`config.mk`:
```
export PLATFORM = sky130hd
export DESIGN_NAME = rpg_multi
export DESIGN_NICKNAME = d
export VERILOG_FILES = /design/src/rtl/rpg_multi.sv
export SDC_FILE = /design/constraint.sdc
export NUM_CORES = 1
export LEC_CHECK = 0
export ABC_AREA = 1
export BUFFER_PORTS_ARGS = -buffer_cell sky130_fd_sc_hd__buf_2
export CAP_MARGIN = 0
export CELL_PAD_IN_SITES_DETAIL_PLACEMENT = 2
export CELL_PAD_IN_SITES_GLOBAL_PLACEMENT = 2
export CORE_UTILIZATION = 26
export DETAILED_ROUTE_END_ITERATION = 10
export PLACE_DENSITY_LB_ADDON = 0.1
export SYNTH_ARGS = -nofsm -noshare
export SYNTH_HDL_FRONTEND = slang
export SYNTH_SLANG_ARGS = --single-unit
```
`constraint.sdc`:
```
create_clock -name clk -period 1.9 [get_ports clk]
set_input_delay 0.095 -clock clk [delete_from_list [all_inputs] [get_ports clk]]
set_output_delay 0.095 -clock clk [all_outputs]
set_load 0.005 [all_outputs]
```
`src/rtl/rpg_multi.sv`:
```
// Parametrised LBIST random pattern generator: emits a run of N patterns from a
// Fibonacci LFSR or a binary counter, with seeding, continuation and stall support.
module rpg_multi #(
   parameter int                 WIDTH = 8,
   parameter logic [WIDTH-1:0]   POLY  = 8'hB8,
   parameter int                 CNT_W = 16
) (
   input  logic               clk,
   input  logic               rst,
   input  logic               start,
   input  logic               mode,
   input  logic               cont,
   input  logic [WIDTH-1:0]   seed,
   input  logic [CNT_W-1:0]   num_pat,
   input  logic               hold,
   output logic [WIDTH-1:0]   register,
   output logic               valid,
   output logic [CNT_W-1:0]   pat_idx,
   output logic               busy,
   output logic               END
);

   typedef enum logic [1:0] {
      IDLE = 2'd0,
      RUN  = 2'd1,
      DONE = 2'd2
   } state_t;

   localparam logic [WIDTH-1:0] PAT_ZERO = {WIDTH{1'b0}};
   localparam logic [WIDTH-1:0] PAT_ONE  = {{(WIDTH-1){1'b0}}, 1'b1};
   localparam logic [CNT_W-1:0] IDX_ZERO = {CNT_W{1'b0}};
   localparam logic [CNT_W-1:0] IDX_ONE  = {{(CNT_W-1){1'b0}}, 1'b1};

   state_t             state_r, state_s;
   logic [WIDTH-1:0]   pat_r, pat_s;
   logic [WIDTH-1:0]   load_s;
   logic [CNT_W-1:0]   idx_r, idx_s;
   logic [CNT_W-1:0]   npat_r, npat_s;
   logic               mode_r, mode_s;

   // Successor pattern: counter increment (cnt_mode=1) or Fibonacci LFSR shift.
   function automatic logic [WIDTH-1:0] next_pat(input logic [WIDTH-1:0] cur,
                                                  input logic             cnt_mode);
      if (cnt_mode) begin
         next_pat = cur + PAT_ONE;
      end else begin
         next_pat = {cur[WIDTH-2:0], ^(cur & POLY)};
      end
   endfunction

   // Next-state, pattern and index computation for the IDLE/RUN/DONE sequencer.
   always_comb begin
      state_s = state_r;
      pat_s   = pat_r;
      idx_s   = idx_r;
      npat_s  = npat_r;
      mode_s  = mode_r;
      load_s  = PAT_ZERO;
      case (state_r)
         IDLE: begin
            if (start && (num_pat != IDX_ZERO)) begin
               state_s = RUN;
               mode_s  = mode;
               npat_s  = num_pat;
               idx_s   = IDX_ZERO;
               // Continuing steps once so the previous run's last pattern is not repeated.
               if (cont) begin
                  load_s = next_pat(pat_r, mode);
               end else begin
                  load_s = seed;
               end
               // An all-zero LFSR state would lock up; the counter may start at zero.
               if (!mode && (load_s == PAT_ZERO)) begin
                  pat_s = PAT_ONE;
               end else begin
                  pat_s = load_s;
               end
            end else begin
               state_s = IDLE;
            end
         end
         RUN: begin
            if (hold) begin
               state_s = RUN;
            end else if (idx_r == (npat_r - IDX_ONE)) begin
               state_s = DONE;
            end else begin
               pat_s = next_pat(pat_r, mode_r);
               idx_s = idx_r + IDX_ONE;
            end
         end
         DONE: begin
            state_s = IDLE;
         end
         default: begin
            state_s = IDLE;
         end
      endcase
   end

   // State, pattern, index and run-parameter registers with synchronous reset.
   always_ff @(posedge clk) begin
      if (rst) begin
         state_r <= IDLE;
         pat_r   <= PAT_ZERO;
         idx_r   <= IDX_ZERO;
         npat_r  <= IDX_ZERO;
         mode_r  <= 1'b0;
      end else begin
         state_r <= state_s;
         pat_r   <= pat_s;
         idx_r   <= idx_s;
         npat_r  <= npat_s;
         mode_r  <= mode_s;
      end
   end

   assign register = pat_r;
   assign pat_idx  = idx_r;
   assign valid    = (state_r == RUN) & ~hold;
   assign busy     = (state_r != IDLE);
   assign END      = (state_r == DONE);

endmodule
```
==> flow_metrics.py <==
metrics = {
    "run_status": {
        "outcome": "complete, but fails checks",
        "violations": "setup timing",
    },
    "place": {
        "preCtsSetupSlack_ns": -0.311,
        "port_buffers": 56,
        "hpwlAfterDp_um": 10700,
        "routabilityCongestion": 0.779,
    },
    "detailed_routing": {
        "drtIter0Drc": 116,
        "wl_met2_um": 7700,
        "routed_wirelength_um": 14200,
        "maxUsedRoutingLayer": "met4",
        "wl_per_cell_um": 17.2,
        "dr.pass1.iters": 4,
        "vias": 3940,
        "drc": 0,
        "postRouteAntennaNets": 0,
        "wl_met3_um": 198,
        "via_per_inst": 4.79,
        "met1Wirelength_um": 5990,
    },
    "synthesis": {
        "synth_top_area_share": 0.266,
        "synth_area_sq_um": 3240,
        "synth_cells": 541,
        "yosys-top-cells-area": "dfxtp_1 27%, nand2_1 19%, nor2_1 8.8%, nand3_1 8.2%, inv_1 5.2%",
        "synth_edf_count": 0,
        "synthMuxAreaShare": 0,
        "synth_top_family_by_area": "simple AND/OR/NAND/NOR gates",
        "yosys.cell_types.count": 35,
        "yosysMostFrequentCell": "nand2_1",
        "synthTopCellsByCount": "164 x nand2_1, 76 x nor2_1, 53 x nand3_1, 45 x inv_1, 43 x dfxtp_1",
        "ys.flop_type": "dfxtp_1",
        "synthSimpleGateAreaFrac": 0.437,
        "synth-async-reset-ratio": 0,
        "synth-compound-area-share": 0.131,
        "syn_nets": 575,
        "synth_top_area_cell": "dfxtp_1",
        "ys_ff_latch": 43,
        "syn_area_per_cell_sq_um": 5.98,
        "synth_fa_ha_area_frac": 0.0155,
        "synth_xor_area_frac": 0.0623,
        "ys_warn_count": 0,
        "ys_seq_area_frac": 0.266,
    },
    "power_and_ir_drop": {
        "power_density_nw_per_um2": 679,
        "peakVddDrop_uv": 345,
        "p_total_uw": 3110,
        "power.leakage_uw": 0.00211,
    },
    "min_path": {
        "min_path_type": "input pin to flip-flop",
        "holdPathStages": 3,
        "hold_end": "npat_r[5]",
        "hp-start": "num_pat[5]",
    },
    "clock_network": {
        "clk_pin_slew_worst_paths_ns": 0.07,
        "cts_root_buffer": "clkbuf_16",
        "clkSinkCount": 43,
        "cts_hold_buffers": 0,
        "cts_tree": "yes",
        "htreeDepth": 2,
        "numCtsBuffers": 5,
        "clock_latency_ns": 0.29,
        "cts_buffer_depth": 2,
    },
    "global_routing": {
        "antenna_found_initial": 0,
        "grt_pass1_wl_um": 22900,
        "grtUsageTotal": 0.229,
        "gr-total-overflow": 0,
        "grt_pass1_vias": 4370,
        "grt_max_degree": 24,
    },
    "timing": {
        "drv_slew": 0,
        "finalHoldViolCount": 0,
        "relSlewSlack": 0.617,
        "final.min_clock_period_ns": 2.29,
        "rsz0062_at_grt": "yes",
        "finClkSkew_ns": 0.00503,
        "fin_ws_ns": -0.388,
        "worstMarginPinSlew_ns": 0.574,
        "final-setup-viol-count": 26,
        "fmax_mhz": 437,
        "fin_crit_sh": 1.20,
    },
    "final_layout": {
        "fin_nets": 687,
        "num_antenna_cells": 0,
        "area_growth_pct": 41.5,
        "drive_gt1_frac": 0.310,
        "final_core_util": 0.379,
    },
    "worst_setup_path": {
        "critPathMaxFanout": 4,
        "cp_data_arrival_time_ns": 2.52,
        "timing.rr.end": "pat_idx[15]",
        "critPathCaptureType": "flip-flop",
        "critPathLaunchType": "flip-flop",
        "rr_startpoint": "npat_r[1]",
        "r2r_cells": 18,
        "rrSetupSlack_ns": -0.39,
        "crit_required_ns": 2.13,
        "crit_type": "flip-flop to flip-flop",
    },
    "floorplan": {
        "fp.dieW_um": 114,
        "dieArea_sq_um": 12900,
        "ios": 57,
        "die_h_um": 114,
        "start_util": 0.268,
        "rows": 40,
        "core_area_sq_um": 12100,
    },
    "run": {
        "max-cap-violations": 0,
    },
}
cells in the final DEF (no fill, tap or decap), drive strengths merged:
cell type and n:
nand4 4, xor2 17, xnor2 6, or2 3, buf 125, nand2 168
bufinv 2, o211ai 5, clkbuf 5, nand3b 6, nand3 53, dfxtp 43
o21ai 29, nor2 83, a21boi 1, a21oi 38, nor3 4, clkinv 2
nor3b 1, o22ai 1, and3 1, clkinvlp 1, nor4 5, inv 47
ha 4
worst max-delay path, cell delays in order, from the launching register on:
cell	delay (ns)
dfxtp_2	0.35
inv_2	0.05
ha_4	0.26
inv_2	0.03
nand2_1	0.05
nand2_1	0.05
nor2_1	0.14
nand3_2	0.09
nor2_1	0.12
nand2_1	0.11
nor2_1	0.12
nand2_1	0.11
nor2_4	0.16
nand2_4	0.10
nand2_8	0.11
buf_6	0.11
buf_6	0.11
nand2_2	0.05
a21oi_2	0.11
area by class of cell:
cell class	instances	area, sq um
clock buffers	5	125
clock inverters	3	67.6
fillers	1480	7480
inverters	49	184
multi-input cells	429	2250
flip-flops and latches	43	865
well taps	168	210
repair buffers	125	871
worst max-delay path by stage:
stage / startpoint / end / slack [ns]
floorplan: npat_r[0] / pat_idx[15] / 0.03
global placement: npat_r[1] / pat_idx[1] / -0.20
detailed placement: npat_r[1] / pat_idx[1] / -0.31
CTS: npat_r[1] / register[7] / -0.29
global route: npat_r[1] / register[0] / -0.54
finish: npat_r[1] / pat_idx[15] / -0.39
registers in the layout, indices dropped and copies added (netlist names):
signal,cells
mode_r,1
npat_r,16
pat_idx,16
register,8
state_r,2
cell families (layout without fill, tap and decap cells):
kind of cell	after synthesis	after routing
buf+inv	69	182
flops	43	43
fa+ha+maj	4	4
xor+xnor	23	23
compound gates	74	74
simple gates	328	328
power by group:
group          switching [uW]  total, uW  leakage (uW)  internal [uW]
clock network             395       1150     0.0000900            754
logic                     554        942       0.00167            388
registers                64.9       1020      0.000353            952
per-layer routing:
metal,vias up,GRT usage
met2,40,0.446
met3,11,0.0223
li1,1959,-
met4,0,0.0640
met1,1930,0.263
met5,-,0
what timing repair did:
| item | 4_1_cts | 5_1_grt |
|---|---|---|
| gates cloned | 2 | 0 |
| pin swaps | 7 | 11 |
| setup endpoints to repair | 26 | 26 |
| resized for setup | 41 | 19 |
| buffers inserted | 9 | 3 |
through the flow:
| step | area (sq um) | hold slack (ns) | instances | TNS, ns |
|---|---|---|---|---|
| finish | 4580 | 0.0778 | 822 | -8.32 |
| global route | 4580 | 0.0988 | 822 | -12.09 |
| CTS | 4560 | 0.0798 | 823 | -6.62 |
| detailed placement | 4100 | 0.381 | 805 | -6.55 |
| global placement | 4100 | 0.371 | 805 | -3.74 |
| floorplan | 3240 | 0.164 | 541 | 0 |
Note: power is estimated with default switching activity, not from simulation.
